$ cat config.mk
export PLATFORM = sky130hd
export DESIGN_NAME = mux8to1_3bit
export DESIGN_NICKNAME = d
export VERILOG_FILES = /design/src/rtl/viterbi_tb_ctrl_mux.sv
export SDC_FILE = /design/constraint.sdc
export NUM_CORES = 1
export LEC_CHECK = 0
export BUFFER_PORTS_ARGS = -buffer_cell sky130_fd_sc_hd__buf_2
export CAP_MARGIN = 20
export CORE_AREA = 4 4 41 43
export DETAILED_ROUTE_END_ITERATION = 16
export DIE_AREA = 0 0 45 47
export PLACE_DENSITY = 0.58
export SYNTH_ARGS = -nofsm -noshare
export SYNTH_HDL_FRONTEND = slang
export SYNTH_SLANG_ARGS = --single-unit
$ cat constraint.sdc
create_clock -name vclk -period 1.1
set_clock_uncertainty 0.15 [all_clocks]
set_input_delay 0.165 -clock vclk [all_inputs]
set_output_delay 0.165 -clock vclk [all_outputs]
set_load 0.01 [all_outputs]
$ cat src/rtl/viterbi_tb_ctrl_mux.sv
// 8:1 selector of 3-bit predecessor fields.
//   in0..in7 : candidate 3-bit values
//   sel      : index of the field to pass through
//   out      : selected field (combinational)
module mux8to1_3bit (
  input  logic [2:0] in0,
  input  logic [2:0] in1,
  input  logic [2:0] in2,
  input  logic [2:0] in3,
  input  logic [2:0] in4,
  input  logic [2:0] in5,
  input  logic [2:0] in6,
  input  logic [2:0] in7,
  input  logic [2:0] sel,
  output logic [2:0] out
);

  always_comb begin
    out = '0;
    case (sel)
      3'd0: out = in0;
      3'd1: out = in1;
      3'd2: out = in2;
      3'd3: out = in3;
      3'd4: out = in4;
      3'd5: out = in5;
      3'd6: out = in6;
      3'd7: out = in7;
    endcase
  end

endmodule

==> reports/qor.txt <==
OUTCOME
--------------------------------------------------------------------------------
Run status                                                          finished, violations left
Violations in the final reports                                     negative setup slack

FINISH
--------------------------------------------------------------------------------
Fraction of final layout cells with drive strength greater than 1         0.7188
Final sequential cell count                                                    0
Post-route insts no fill                                                      79
Final core occ                                                            0.3817
Final std cell area, no fill                                          496.7 um^2
Fill count                                                                   151
Layout clock buffers                                                           0
Area taken by flip-flops and latches                                      0 um^2
Number of nets in the layout                                                  93
Synth-to-layout area growth                                               108.9%
Area of the multi-input gates                                         239.0 um^2
Antenna diode count                                                            0

LOGIC SYNTHESIS
--------------------------------------------------------------------------------
Synth Area in Compound Gates                                              0.2684
Most area-consuming cells after synthesis                           sky130_fd_sc_hd__mux4_1 (22%), sky130_fd_sc_hd__mux2i_1 (13%), sky130_fd_sc_hd__a21oi_1 (8.4%)
Area fraction in and, or, nand and nor cells after synthesis              0.2684
Count of cell types in the netlist                                            18
Leading post-synthesis cells by instance count                      sky130_fd_sc_hd__a21oi_1 (4), sky130_fd_sc_hd__mux2i_1 (3), sky130_fd_sc_hd__nor2_1 (3)
Share of the yosys chip area belonging to registers                            0
Mux contribution to synthesized area                                      0.3474
Post-Synthesis Mean Instance Area                                     7.924 um^2
Synthesized Nets                                                              57
Post-Synth Adder-Cell Area                                                     0
Dominant cell type by area after synthesis                          sky130_fd_sc_hd__mux4_1
Ys Warns                                                                       0
Top cell type's share of synthesized area                                 0.2211
XOR/XNOR share of the synthesized area                                         0
Netlist area before placement                                         237.7 um^2
Gate Count Post-Synth                                                         30
Dominant cell by count in the synthesized netlist                   sky130_fd_sc_hd__a21oi_1
Dominant combinational cell family by area after synthesis          multiplexers

DIE
--------------------------------------------------------------------------------
Die Footprint                                                          2115 um^2
Initial cell density of the core                                          0.1827
Height of the die                                                          47 um
Std cell rows                                                                 13
Top Ports                                                                     30
Chip Width                                                                 45 um
Placeable core region                                                  1301 um^2

DRT
--------------------------------------------------------------------------------
Remaining antenna violation count                                              0
Violation count after the first detailed-routing iteration                     0
Drt total wl                                                              871 um
Vias per Instance                                                          4.633
First-pass iteration count of the detailed router                              1
Via count                                                                    366
DRC viols                                                                      0
Post-DR wirelength/cell                                                 11.03 um

TIMING
--------------------------------------------------------------------------------
Worst-case hold slack                                                   499.5 ps
Unrepaired setup endpoints after global routing                              yes
Relative max-transition margin                                            0.8678
Final hold vios                                                                0
Final-report max-slew violation count                                          0
Clock period minus worst slack                                           1406 ps
Highest Clock Rate                                                     711.3 MHz
Tightest Pin Transition                                                 197.1 ps
Final WS setup                                                         -305.9 ps
Setup tns final                                                        -863.1 ps
Post-route fraction of the period consumed by the critical path            1.278
Final setup violation count                                                    3

PLACED DESIGN
--------------------------------------------------------------------------------
Count of buffers from port buffering                                          30
Count of placed standard cells including taps                                 79
Gpl congestion                                                            0.7183
Area after detailed placement                                         460.4 um^2
HPWL reported at the end of detailed placement                          755.6 um

SETUP PATH
--------------------------------------------------------------------------------
Setup crit start kind                                                 input port
Arrival time of the worst setup path                                     1090 ps
Worst setup EP type                                                   output pin
Start point of the critical path                                          sel[1]
Worst setup path class                                              input port to output pin
Data required time at the worst endpoint                                  780 ps
Maximum net fanout on the critical path                                        8
Worst setup endpoint                                                      out[1]
Max incr delay on CP                                                      390 ps
Worst path cell trace                                               buf_8 -> buf_12 -> or3_4 -> o32a_1 -> buf_2
Slowest cell on the critical path                                   sky130_fd_sc_hd__or3_4

GLOBAL ROUTING
--------------------------------------------------------------------------------
Met3 Use GR                                                              0.01149
Pin count of the biggest net entering global routing                           9
Number of global-route vias before repair                                    393
Wire length of the first global-routing pass                             1435 um
Residual overflow from global routing                                          0
Initial antenna violation count                                                0
Combined global-route utilization of all metal layers                    0.08511
Met2 demand-to-capacity share in global routing                           0.1695
Global routing met1 resource utilization                                  0.1016
Most congested layer reported by global routing                             met2

WORST HOLD PATH
--------------------------------------------------------------------------------
Hold Crit Depth                                                                3
Path type of the worst min-delay path                               input port to output pin

POWER AND IR DROP
--------------------------------------------------------------------------------
Worst supply voltage drop on vdd                                     0.0001342 V
Power per standard cell area                                        374.9 nW/um^2
Static power due to leakage                                            0.2531 nW

CLOCKING
--------------------------------------------------------------------------------
Post-CTS Setup Inserts                                                         0
Count of hold-fix buffers inserted at cts                                      0

RUN
--------------------------------------------------------------------------------
Maximum Capacitance Violations                                                 0

[power by group]
group	switching, mW	internal, mW	total [mW]
Clock	0	0	0
Combinational	0.0710	0.115	0.186
Sequential	0	0	0
Total	0.0710	0.115	0.186
[per-layer routing]
metal  vias to the layer above  part of all wire
met5                         -                 0
li1                        184                 -
met3                         0              0.12
met4                         0                 0
met1                       160              0.38
met2                        22              0.50
[area by class of cell]
type	instances	area share
inverter	1	0.007557
tap	15	0.03778
multi-input combinational	26	0.4811
timing repair buffer	37	0.4736
[layout by cell type (no fill, tap or decap), types with 2 or more instances in the layout]
cell,n
sky130_fd_sc_hd__buf_6,2
sky130_fd_sc_hd__mux2i_1,2
sky130_fd_sc_hd__nor2_2,3
sky130_fd_sc_hd__nand2b_1,2
sky130_fd_sc_hd__a211o_1,2
sky130_fd_sc_hd__a21oi_1,2
sky130_fd_sc_hd__buf_2,28
sky130_fd_sc_hd__buf_4,4
sky130_fd_sc_hd__a21oi_2,2
sky130_fd_sc_hd__nand2_1,2
[through the flow]
stage	power [mW]	setup WS, ps
after global placement	0.1680	-374.5
final	0.1862	-305.9
after detailed placement	0.1702	-389.4
after floorplan	0.08993	-77.07
after CTS	0.1772	-300.0
after global routing	0.2058	-338.7
[how the worst min path moves through the flow]
stage	from	to	slack (ps)
6_report	in0[1]	out[1]	500
5_1_grt	in0[1]	out[1]	530
4_1_cts	in0[1]	out[1]	500
3_5_place_dp	in0[1]	out[1]	500
3_3_place_gp	in0[1]	out[1]	510
2_1_floorplan	in0[0]	out[0]	340
[worst max-delay path, delay by kind of cell]
kind	cells	cell delay [ps]
simple gates	1	390
compound gates	1	160
buf+inv	3	380
[cell families (layout without fill, tap and decap cells)]
kind of cell,count (synthesis),count (layout)
AND/OR/NAND/NOR,12,12
AO/OA/AOI/OAI,9,9
multiplexers,5,5
buffers and inverters,4,38
[repair_timing]
item | CTS | global route
pin swaps | 3 | 2
endpoints found under the hold margin | 0 | 0
gates resized for setup | 5 | 7
cloned | 0 | 0
endpoints found under the setup margin | 3 | 3
Power figures use the tool's default switching activity.
